<file path="config.mk">
export PLATFORM = sky130hd
export DESIGN_NAME = mux_scan_controller
export DESIGN_NICKNAME = d
export VERILOG_FILES = /design/src/rtl/mux_scan_controller.sv
export SDC_FILE = /design/constraint.sdc
export NUM_CORES = 1
export LEC_CHECK = 0
export ABC_AREA = 1
export CAP_MARGIN = 10
export CORE_ASPECT_RATIO = 1.2
export CORE_MARGIN = 3
export CORE_UTILIZATION = 48
export DETAILED_ROUTE_END_ITERATION = 8
export GPL_TIMING_DRIVEN = 0
export PLACE_DENSITY_LB_ADDON = 0.1
export SLEW_MARGIN = 20
export SYNTH_ARGS = -nofsm -noshare
export SYNTH_HDL_FRONTEND = slang
export SYNTH_SLANG_ARGS = --single-unit
</file>
<file path="constraint.sdc">
create_clock -name clk -period 1.1 [get_ports clk]
set_input_delay 0.33 -clock clk [delete_from_list [all_inputs] [get_ports clk]]
set_output_delay 0.33 -clock clk [all_outputs]
set_load 0.05 [all_outputs]
</file>
<file path="src/rtl/mux_scan_controller.sv">
// -----------------------------------------------------------------------------
// mux_scan_controller
//
// Sequencer placed upstream of an N_CH:1 single-bit multiplexer. It walks the
// mux select through a programmed channel range (wrapping past the top
// channel), samples the mux output once per channel after a settle delay, and
// delivers the assembled frame downstream over a valid/ready handshake.
//
// Parameters:
//   N_CH   - number of mux channels and frame width (must equal 2**SEL_W)
//   SEL_W  - select width
//   SETTLE - settle cycles between a select change and its sample (0..7)
//
// Ports:
//   clk           in   clock, rising edge
//   rst_n         in   asynchronous active-low reset
//   start         in   level request to begin a scan
//   first_ch      in   first channel of the scan (latched on accept)
//   last_ch       in   last channel of the scan (latched on accept)
//   sel           out  registered mux select
//   mux_out       in   mux output, sampled in SAMPLE
//   busy          out  high whenever the sequencer is not idle
//   start_dropped out  one-cycle pulse per cycle start is seen while busy
//   frame         out  captured frame, bit i = channel i
//   frame_valid   out  frame holding register is full
//   frame_ready   in   consumer accepts the frame
// -----------------------------------------------------------------------------
module mux_scan_controller #(
  parameter int N_CH   = 16,
  parameter int SEL_W  = 4,
  parameter int SETTLE = 1
) (
  input  logic             clk,
  input  logic             rst_n,
  input  logic             start,
  input  logic [SEL_W-1:0] first_ch,
  input  logic [SEL_W-1:0] last_ch,
  output logic [SEL_W-1:0] sel,
  input  logic             mux_out,
  output logic             busy,
  output logic             start_dropped,
  output logic [N_CH-1:0]  frame,
  output logic             frame_valid,
  input  logic             frame_ready
);

  typedef enum logic [1:0] {
    S_IDLE,
    S_SETTLE,
    S_SAMPLE,
    S_DONE
  } state_t;

  // State entered whenever a new select value is applied (accept or advance).
  localparam state_t     ENTRY_STATE = (SETTLE > 0) ? S_SETTLE : S_SAMPLE;
  localparam logic [2:0] CNT_INIT    = (SETTLE > 0) ? 3'(SETTLE - 1) : 3'd0;

  state_t           r_state, w_next_state;
  logic [SEL_W-1:0] r_sel, w_sel;
  logic [SEL_W-1:0] r_last, w_last;
  logic [2:0]       r_cnt, w_cnt;
  logic [N_CH-1:0]  r_shadow, w_shadow;
  logic [N_CH-1:0]  r_frame, w_frame;
  logic             r_frame_valid, w_frame_valid;
  logic             r_busy, w_busy;
  logic             r_start_dropped, w_start_dropped;

  // NOTE: sequential state uses non-blocking assignments only; every register,
  // including the shadow frame, gets a reset value so an aborted scan leaves
  // nothing behind.
  always_ff @(posedge clk or negedge rst_n) begin
    if (!rst_n) begin
      r_state         <= S_IDLE;
      r_sel           <= '0;
      r_last          <= '0;
      r_cnt           <= '0;
      r_shadow        <= '0;
      r_frame         <= '0;
      r_frame_valid   <= 1'b0;
      r_busy          <= 1'b0;
      r_start_dropped <= 1'b0;
    end else begin
      r_state         <= w_next_state;
      r_sel           <= w_sel;
      r_last          <= w_last;
      r_cnt           <= w_cnt;
      r_shadow        <= w_shadow;
      r_frame         <= w_frame;
      r_frame_valid   <= w_frame_valid;
      r_busy          <= w_busy;
      r_start_dropped <= w_start_dropped;
    end
  end

  // NOTE: every signal written here gets a hold/default value first, so no
  // path through the case statement can infer a latch.
  always_comb begin
    w_next_state  = r_state;
    w_sel         = r_sel;
    w_last        = r_last;
    w_cnt         = r_cnt;
    w_shadow      = r_shadow;
    w_frame       = r_frame;
    w_frame_valid = r_frame_valid;

    // Consumer takes the frame; a reload from DONE below overrides this.
    if (r_frame_valid && frame_ready) begin
      w_frame_valid = 1'b0;
    end

    unique case (r_state)
      S_IDLE: begin
        if (start) begin
          w_last       = last_ch;
          w_sel        = first_ch;
          w_shadow     = '0;
          w_cnt        = CNT_INIT;
          w_next_state = ENTRY_STATE;
        end
      end
      S_SETTLE: begin
        if (r_cnt == 3'd0) begin
          w_next_state = S_SAMPLE;
        end else begin
          w_cnt = r_cnt - 3'd1;
        end
      end
      S_SAMPLE: begin
        w_shadow[r_sel] = mux_out;
        if (r_sel == r_last) begin
          w_next_state = S_DONE;
        end else begin
          // Select width matches the channel count, so this wraps top -> 0.
          w_sel        = r_sel + SEL_W'(1);
          w_cnt        = CNT_INIT;
          w_next_state = ENTRY_STATE;
        end
      end
      S_DONE: begin
        if (!r_frame_valid || frame_ready) begin
          w_frame       = r_shadow;
          w_frame_valid = 1'b1;
          w_next_state  = S_IDLE;
        end
      end
      default: w_next_state = S_IDLE;
    endcase

    // Registered decodes: busy tracks the state, drops flag a start seen while
    // the sequencer was busy in the current cycle.
    w_busy          = (w_next_state != S_IDLE);
    w_start_dropped = start && r_busy;
  end

  assign sel           = r_sel;
  assign busy          = r_busy;
  assign start_dropped = r_start_dropped;
  assign frame         = r_frame;
  assign frame_valid   = r_frame_valid;

endmodule

</file>
==> results of run 1 <==
## placed cells by master, fill, tap and decap left out, types with 2 or more instances in the layout
cell             instances
nand4_1                  6
inv_2                    4
nand3_1                 11
dfrtp_2                  4
nor2_1                   5
clkbuf_8                 5
dfrtp_4                  2
a21oi_1                 10
o21ai_0                  3
nand3_4                  4
xnor2_1                  2
nand3_2                  5
o21ai_2                 11
nor2_4                  11
inv_4                    5
dfrtp_1                 42
clkbuf_1                 2
nor2_2                   5
inv_1                   26
clkdlybuf4s50_1         10
buf_4                   24
nand2_2                 26
o21ai_1                 17
buf_6                   38
buf_12                   2
a21oi_2                  6
nand2_4                  6
buf_8                    3
nand2_1                 53
ha_4                     4
## sequential cells by signal, indices dropped and copies added, names as in the netlist
| signal | flops |
|---|---|
| frame_valid | 1 |
| start_dropped | 1 |
| r_cnt | 3 |
| frame | 16 |
| busy | 1 |
| sel | 4 |
| r_state | 2 |
| r_shadow | 16 |
| r_last | 4 |
## stage by stage
stage	cells	hold WS, ns	power (mW)	setup WS [ns]	area [um^2]
2_1_floorplan	279	0.0344	5.73	-0.203	2450
6_report	418	0.00578	10.2	-0.270	3650
4_1_cts	405	0.0249	9.38	-0.257	3420
3_5_place_dp	373	0.354	6.91	-0.553	2890
5_1_grt	418	0.0377	10.8	-0.336	3650
3_3_place_gp	372	0.452	6.82	-1.99	2870
## worst register-to-register path: cells and delay by family (launching register included)
kind / cells / cell delay (ns)
buf+inv: 3 / 0.33
simple gates: 2 / 0.33
flops: 1 / 0.42
compound gates: 2 / 0.23
## synthesized netlist by cell type
master / instances
a21oi_1: 16
buf_2: 2
buf_4: 2
buf_6: 4
dfrtp_1: 48
ha_1: 6
inv_1: 29
inv_2: 6
inv_4: 1
nand2_1: 84
nand2_2: 1
nand3_1: 18
nand3_2: 1
nand3_4: 1
nand4_1: 6
nor2_1: 15
nor2_2: 4
nor2_4: 1
o211ai_1: 1
o21ai_0: 19
o21ai_1: 6
o21ai_2: 6
xnor2_1: 2
## where the power goes
group	internal, mW	leakage, nW	switching [mW]	total, mW
clock	0.681	0.0524	0.592	1.27
sequential	2.30	0.634	0.484	2.78
combinational	2.53	1.11	3.62	6.15
total	5.51	1.80	4.70	10.2
## logic make-up (layout without fill, tap and decap cells)
kind of cell	after synthesis	count (layout)	share of synthesized area (%)
and+or+nand+nor	131	132	24.4
xor gates and xnor gates	2	2	0.750
adders and majority gates	6	6	3.21
AOI/OAI and AO/OA	48	48	11.4
buffers and inverters	44	124	8.89
DFF	48	48	51.4
## final timing paths
path	slack, ns	end	startpoint	depth (start not counted)
setup / recovery	-0.27	r_shadow[1]	sel[3]	7
hold / removal	0.006	frame[15]	rst_n	1
setup reg to reg	-0.27	r_shadow[1]	sel[3]	7
hold reg to reg	0.49	frame[8]	r_shadow[8]	2
max in group asynchronous	0.54	sel[0]	rst_n	2
min in group clk	0.46	start_dropped	start	3
## routing by layer
layer,up-vias,part of all wire [%]
li1,1054,-
met1,1080,39
met2,71,55
met3,17,4.3
met4,0,2.0
met5,-,0
## repair_timing
item,in CTS,in global routing
gates cloned,5,0
resized for setup,224,42
pin swaps,10,20
setup buffers,19,15
endpoints found under the setup margin,69,69
## cell type report
class	instances	area, um^2	area share (%)
flip-flops and latches	48	1210	33.3
well taps	58	72.6	1.99
repair buffers	72	741	20.3
multi-input cells	188	1270	34.8
plain buffers	8	93.8	2.57
clock buffers	7	76.3	2.09
inverters	36	153	4.19
clock inverters	1	30.0	0.823
==> results.toml, run 1 <==
[timing]
worstMarginPinSlew_ns = 0.568
hold_viol_final = 0
slew_headroom_pct = 62.2
finalSetupViolations = 69
period_needed_ns = 1.37
finalCritPeriodShare_pct = 125
final.setup.tns_ns = -10.07
slew_viol_final = 0
fin_skew_ns = 0.0132
fmax_mhz = 730
timing.final.ws_setup_ns = -0.270
rsz0062_at_grt = "yes"

[worst_hold_path]
hold_path.class = "in -> async"

[cts]
clk_pin_slew_ns = 0.09
cts_buffers = 5
hold_buffers = 0
root_buffer = "clkbuf_8"
htreeDepth = 2
cts_tree = "yes"
clock_path_buffers = 2
clk_latency_ns = 0.31
cts_num_sinks = 48

[worst_setup_path]
endpoint_kind = "flop"
critPathTopFamily = "flip-flops"
cp_max_fo = 6
critPathMaxStageDelay_ns = 0.42
worstSetupPathType = "reg -> reg"
crit_chain = "buf_6, buf_6, nor2_4, nand3_1, o21ai_1, o21ai_1, inv_1"
arrival_ns = 1.61
critPathBufInv = 3
critPathLaunchType = "flop"
crit_slowest_cell = "dfrtp_2"
required_ns = 1.34

[power]
p_per_area_mw_per_mm2 = 2800
power.leakage_nw = 1.80
max-vdd-ir-drop_v = 0.00181

[logic_synthesis]
ys_types = 23
ys_ff_latch = 48
avgSynthCellArea_um2 = 8.37
synth_top_area_share_pct = 51.4
synth_area_mm2 = 0.00234
ys_seq_area_share_pct = 51.4
syn-num-nets = 298
synthTopCellsByArea = "dfrtp_1 51%, nand2_1 13%, inv_1 4.7%"
synth_warnings = 0
yosysTopAreaCell = "dfrtp_1"
synthCells = 279

[route]
drc_errors = 0
wl_mm = 6.37
routed-via-count = 2222
wl_per_cell_um = 15.2
via_per_inst = 5.32
drt_iter0_markers = 136
firstDrtPassIters = 5
ant_nets = 0

[global_route]
globalRoute.totalOverflow = 0
met1_usage_pct = 24.9
grt_pass1_wl_mm = 9.80
groute.layer.met2.usage_pct = 40.6
met3_usage_pct = 3.87
grt.total_usage_pct = 21.7
grt_max_degree = 27
grt_pass1_vias = 2145
busiest_layer = "met2"
antenna_found_initial = 0

[floorplan]
die_area_mm2 = 0.00574
pin_count = 36
start_util_pct = 50.5
core_mm2 = 0.00463
die_w_um = 69.7
rows = 27
die_h_um = 82.4

[layout]
diodes = 0
final_util_pct = 78.8
fill_cells = 305
syn2layout_area_growth_pct = 56.1
drive_above_1_share_pct = 47.2
nets = 378

[placement]
gp_congestion = 0.826
dp.final_hpwl_mm = 3.59
io_buffer_count = 35

[outcome]
violations = "setup timing"
status = "complete, but fails checks"

[flow_run]
maxCapViolCount = 0
Power figures use the tool's default switching activity.
==> run 2, diff against run 1 <==
Settings changed: CORE_UTILIZATION 48 to 55.
Clock period 1.1 ns to 1.6 ns, I/O delays scaled along.
==> results.toml, run 2 (synthesized netlist as in run 1, its figures left out) <==
[cts]
clk_pin_slew_ns = 0.08
clk_latency_ns = 0.30
clock_path_buffers = 2
cts_num_sinks = 48
cts_buffers = 5
post-cts-setup-buffers = 0
htreeDepth = 2
root_buffer = "clkbuf_8"
cts_tree = "yes"

[route]
via_per_inst = 5.06
routed-via-count = 1909
drc_errors = 0
wl_per_cell_um = 11.8
drt_iter0_markers = 64
firstDrtPassIters = 4
wl_mm = 4.46
ant_nets = 0

[layout]
nets = 341
final_cell_area_mm2 = 0.00291
seq_area_mm2 = 0.00120
diodes = 0
syn2layout_area_growth_pct = 24.6
layout_common_cells = "84 x nand2_1, 46 x dfrtp_1, 29 x inv_1, 21 x clkdlybuf4s15_2, 19 x o21ai_0"
multi_input_area_um2 = 927
fill_cells = 329
final_common_cell = "nand2_1"
final_cells = 377
drive_above_1_share_pct = 19.8

[flow_run]
maxCapViolCount = 0

[global_route]
antenna_found_initial = 0
grt.total_usage_pct = 20.5
grt_pass1_wl_mm = 8.20
grt_pass1_vias = 1900
grt_max_degree = 26
globalRoute.totalOverflow = 0

[timing]
worstMarginPinSlew_ns = 0.573
finalSetupViolations = 0
slew_viol_final = 0
fin_skew_ns = 0.00677
hold_viol_final = 0
fmax_mhz = 645
period_needed_ns = 1.55
final.setup.tns_ns = 0
slew_headroom_pct = 61.8
finalCritPeriodShare_pct = 96.8
rsz0062_at_grt = "no"

[worst_setup_path]
endpoint_kind = "output pin"
cp_max_fo = 4
critPathBufInv = 1
critPathMaxStageDelay_ns = 0.39
arrival_ns = 1.07
crit_chain = "clkdlybuf4s15_2"
critPathTopFamily = "flip-flops"
rrSetupSlack_ns = 0.21
crit_slowest_cell = "dfrtp_1"
critPathLaunchType = "flop"
worstSetupPathType = "reg -> out"
required_ns = 1.12

[worst_hold_path]
hold_path.class = "in -> async"

[placement]
io_buffer_count = 35
place_area_mm2 = 0.00278
gp_congestion = 0.852
dp.final_hpwl_mm = 3.41
dp.cells = 369

[floorplan]
die_w_um = 65.5
die_area_mm2 = 0.00507
pin_count = 36
start_util_pct = 58.3
rows = 25
core_mm2 = 0.00400
die_h_um = 77.4

[power]
p_total_mw = 5.28
max-vdd-ir-drop_v = 0.00119
power.leakage_nw = 1.47
p_per_area_mw_per_mm2 = 1810

[outcome]
status = "complete, no violations"
-- run 2: repair_timing --
action | CTS | global route
endpoints found under the setup margin | 23 | 2
resized for setup | 75 | 2
hold buffers | 0 | 0
-- run 2: report_power, final --
part	internal [mW]	switching (mW)	total [mW]	leakage, nW
logic	0.845	1.77	2.62	0.776
registers	1.56	0.248	1.81	0.639
clock network	0.462	0.393	0.855	0.0541
total	2.87	2.41	5.28	1.47
-- run 2: cell type report --
type,instances,share of cell area (%)
repair buffers,36,13.5
flip-flops and latches,48,41.3
well taps,54,2.32
multi-input cells,187,31.8
plain buffers,8,2.41
inverters,36,4.73
clock buffers,5,2.36
clock inverters,3,1.46
-- run 2: per-layer routing --
metal	up-vias	global-route usage, %	routed length [um]
li1	976	-	-
met1	883	26.0	1980
met2	43	34.3	2220
met3	7	3.47	185
met4	0	8.30	76
met5	-	0	0
-- run 2: per-stage QoR --
step	utilization (%)	hold WS [ns]	setup WS, ns
2_1_floorplan	-	0.184	0.118
3_3_place_gp	68.8	0.448	-1.26
3_5_place_dp	69.3	0.460	-0.244
4_1_cts	72.7	0.180	0.0170
5_1_grt	72.7	0.195	0.000707
6_report	72.7	0.168	0.0505
-- run 2: worst paths after layout --
path                       endpoint      from  cells past startpoint
max                          sel[2]    sel[2]                      1
min                        frame[2]     rst_n                      1
max reg2reg                r_cnt[2]  r_cnt[0]                      8
min reg2reg                r_cnt[1]  r_cnt[1]                      2
max in group asynchronous  frame[6]     rst_n                      2
min in group clk           r_cnt[1]  r_cnt[1]                      2
==> run 3, diff against run 2 <==
Settings changed: PLACE_DENSITY set to 0.86, PLACE_DENSITY_LB_ADDON 0.1 to not set.
==> results.toml, run 3 (synthesized netlist as in run 1, its figures left out) <==
[outcome]
status = "complete, no violations"

[cts]
clk_pin_slew_ns = 0.09
htreeDepth = 2
root_buffer = "clkbuf_8"
cts_num_sinks = 48
clock_path_buffers = 2
cts_buffers = 5
cts_tree = "yes"
clk_latency_ns = 0.30

[power]
max-vdd-ir-drop_v = 0.00119
p_total_mw = 5.15
p_per_area_mw_per_mm2 = 1790
power.leakage_nw = 1.47

[timing]
rsz0062_at_grt = "no"
worstMarginPinSlew_ns = 0.585
hold_viol_final = 0
finalCritPeriodShare_pct = 96.9
holdWs_ns = 0.178
fin_skew_ns = 0.00783
period_needed_ns = 1.55
slew_viol_final = 0
finalSetupViolations = 0
fmax_mhz = 645
slew_headroom_pct = 61.0

[flow_run]
maxCapViolCount = 0

[floorplan]
rows = 25
pin_count = 36
die_w_um = 65.5
die_h_um = 77.4
core_mm2 = 0.00400
die_area_mm2 = 0.00507
start_util_pct = 58.3

[route]
wl_per_cell_um = 11.9
ant_nets = 0
firstDrtPassIters = 6
wl_mm = 4.47
routed-via-count = 1910
via_per_inst = 5.07
drc_errors = 0
drt_iter0_markers = 115

[global_route]
grt_max_degree = 26
grt.total_usage_pct = 20.0
grt_pass1_vias = 1838
antenna_found_initial = 0
globalRoute.totalOverflow = 0
grt_pass1_wl_mm = 8.04

[worst_setup_path]
required_ns = 1.12
critPathLaunchType = "flop"
cp_max_fo = 4
critPathBufInv = 1
critPathTopFamily = "flip-flops"
crit_slowest_cell = "dfrtp_1"
crit_chain = "clkdlybuf4s15_2"
critPathMaxStageDelay_ns = 0.39
arrival_ns = 1.07
worstSetupPathType = "reg -> out"
cp-startpoint = "sel[2]"
timing.rr.start = "r_cnt[0]"
endpoint_kind = "output pin"

[layout]
final_util_pct = 72.1
diodes = 0
drive_above_1_share_pct = 19.8
syn2layout_area_growth_pct = 23.6
layout_common_cells = "84 x nand2_1, 46 x dfrtp_1, 29 x inv_1, 20 x clkdlybuf4s15_2, 19 x o21ai_0"
nets = 341
final_common_cell = "nand2_1"

[worst_hold_path]
hold_path.class = "in -> async"

[placement]
io_buffer_count = 35
dp.final_hpwl_mm = 3.42
gp_congestion = 0.874
-- run 3: changes by cell type in the layout (fill, tap and decap cells not counted), sizes merged --
| cell | change |
|---|---|
| bufinv | -1 |
| clkinvlp | -1 |
| clkdlybuf4s15 | -1 |
| clkbuf | +2 |
| clkinv | +1 |
-- run 3: cell type report --
type                            instances  area (um^2)
Clock inverter                          2         10.0
Multi-Input combinational cell        187          927
Timing Repair Buffer                   36          388
Inverter                               36          138
Clock buffer                            6         82.6
Buffer                                  8         70.1
Sequential cell                        48         1200
Tap cell                               54         67.6
Fill cell                             321         1120
-- run 3: metrics by stage --
stage | setup TNS [ns] | area, um^2 | instances | setup WS (ns)
after floorplan | 0 | 2340 | 279 | 0.118
after global placement | -60.77 | 2750 | 368 | -1.22
after detailed placement | -2.89 | 2780 | 369 | -0.236
after CTS | 0 | 2890 | 377 | 0.00346
after global routing | 0 | 2890 | 377 | 0.0154
final | 0 | 2890 | 377 | 0.0502
-- run 3: final timing paths --
kind / to / depth (start not counted) / slack (ns)
max in group asynchronous: sel[0] / 2 / 0.90
hold / removal: r_shadow[2] / 1 / 0.18
setup / recovery: sel[2] / 1 / 0.05
min in group clk: start_dropped / 2 / 0.48
hold reg to reg: start_dropped / 2 / 0.48
setup reg to reg: r_cnt[0] / 8 / 0.24
-- run 3: layer usage --
layer / wire, um / part of all wire [%] / vias to the layer above / GRT usage (%)
met5: 0 / 0 / - / 0
met4: 85 / 1.9 / 0 / 6.02
met3: 183 / 4.1 / 8 / 4.49
met2: 2340 / 52 / 48 / 35.3
met1: 1870 / 42 / 885 / 24.1
li1: - / - / 969 / -
-- run 3: repair_timing --
item | 4_1_cts | 5_1_grt
hold buffers | 0 | 0
gates resized for setup | 74 | 3
setup buffers | 0 | 0
setup endpoints to repair | 23 | 3
-- run 3: report_power, final --
| part | switching, mW | internal (mW) |
|---|---|---|
| clock network | 0.386 | 0.345 |
| registers | 0.248 | 1.56 |
| logic | 1.78 | 0.841 |
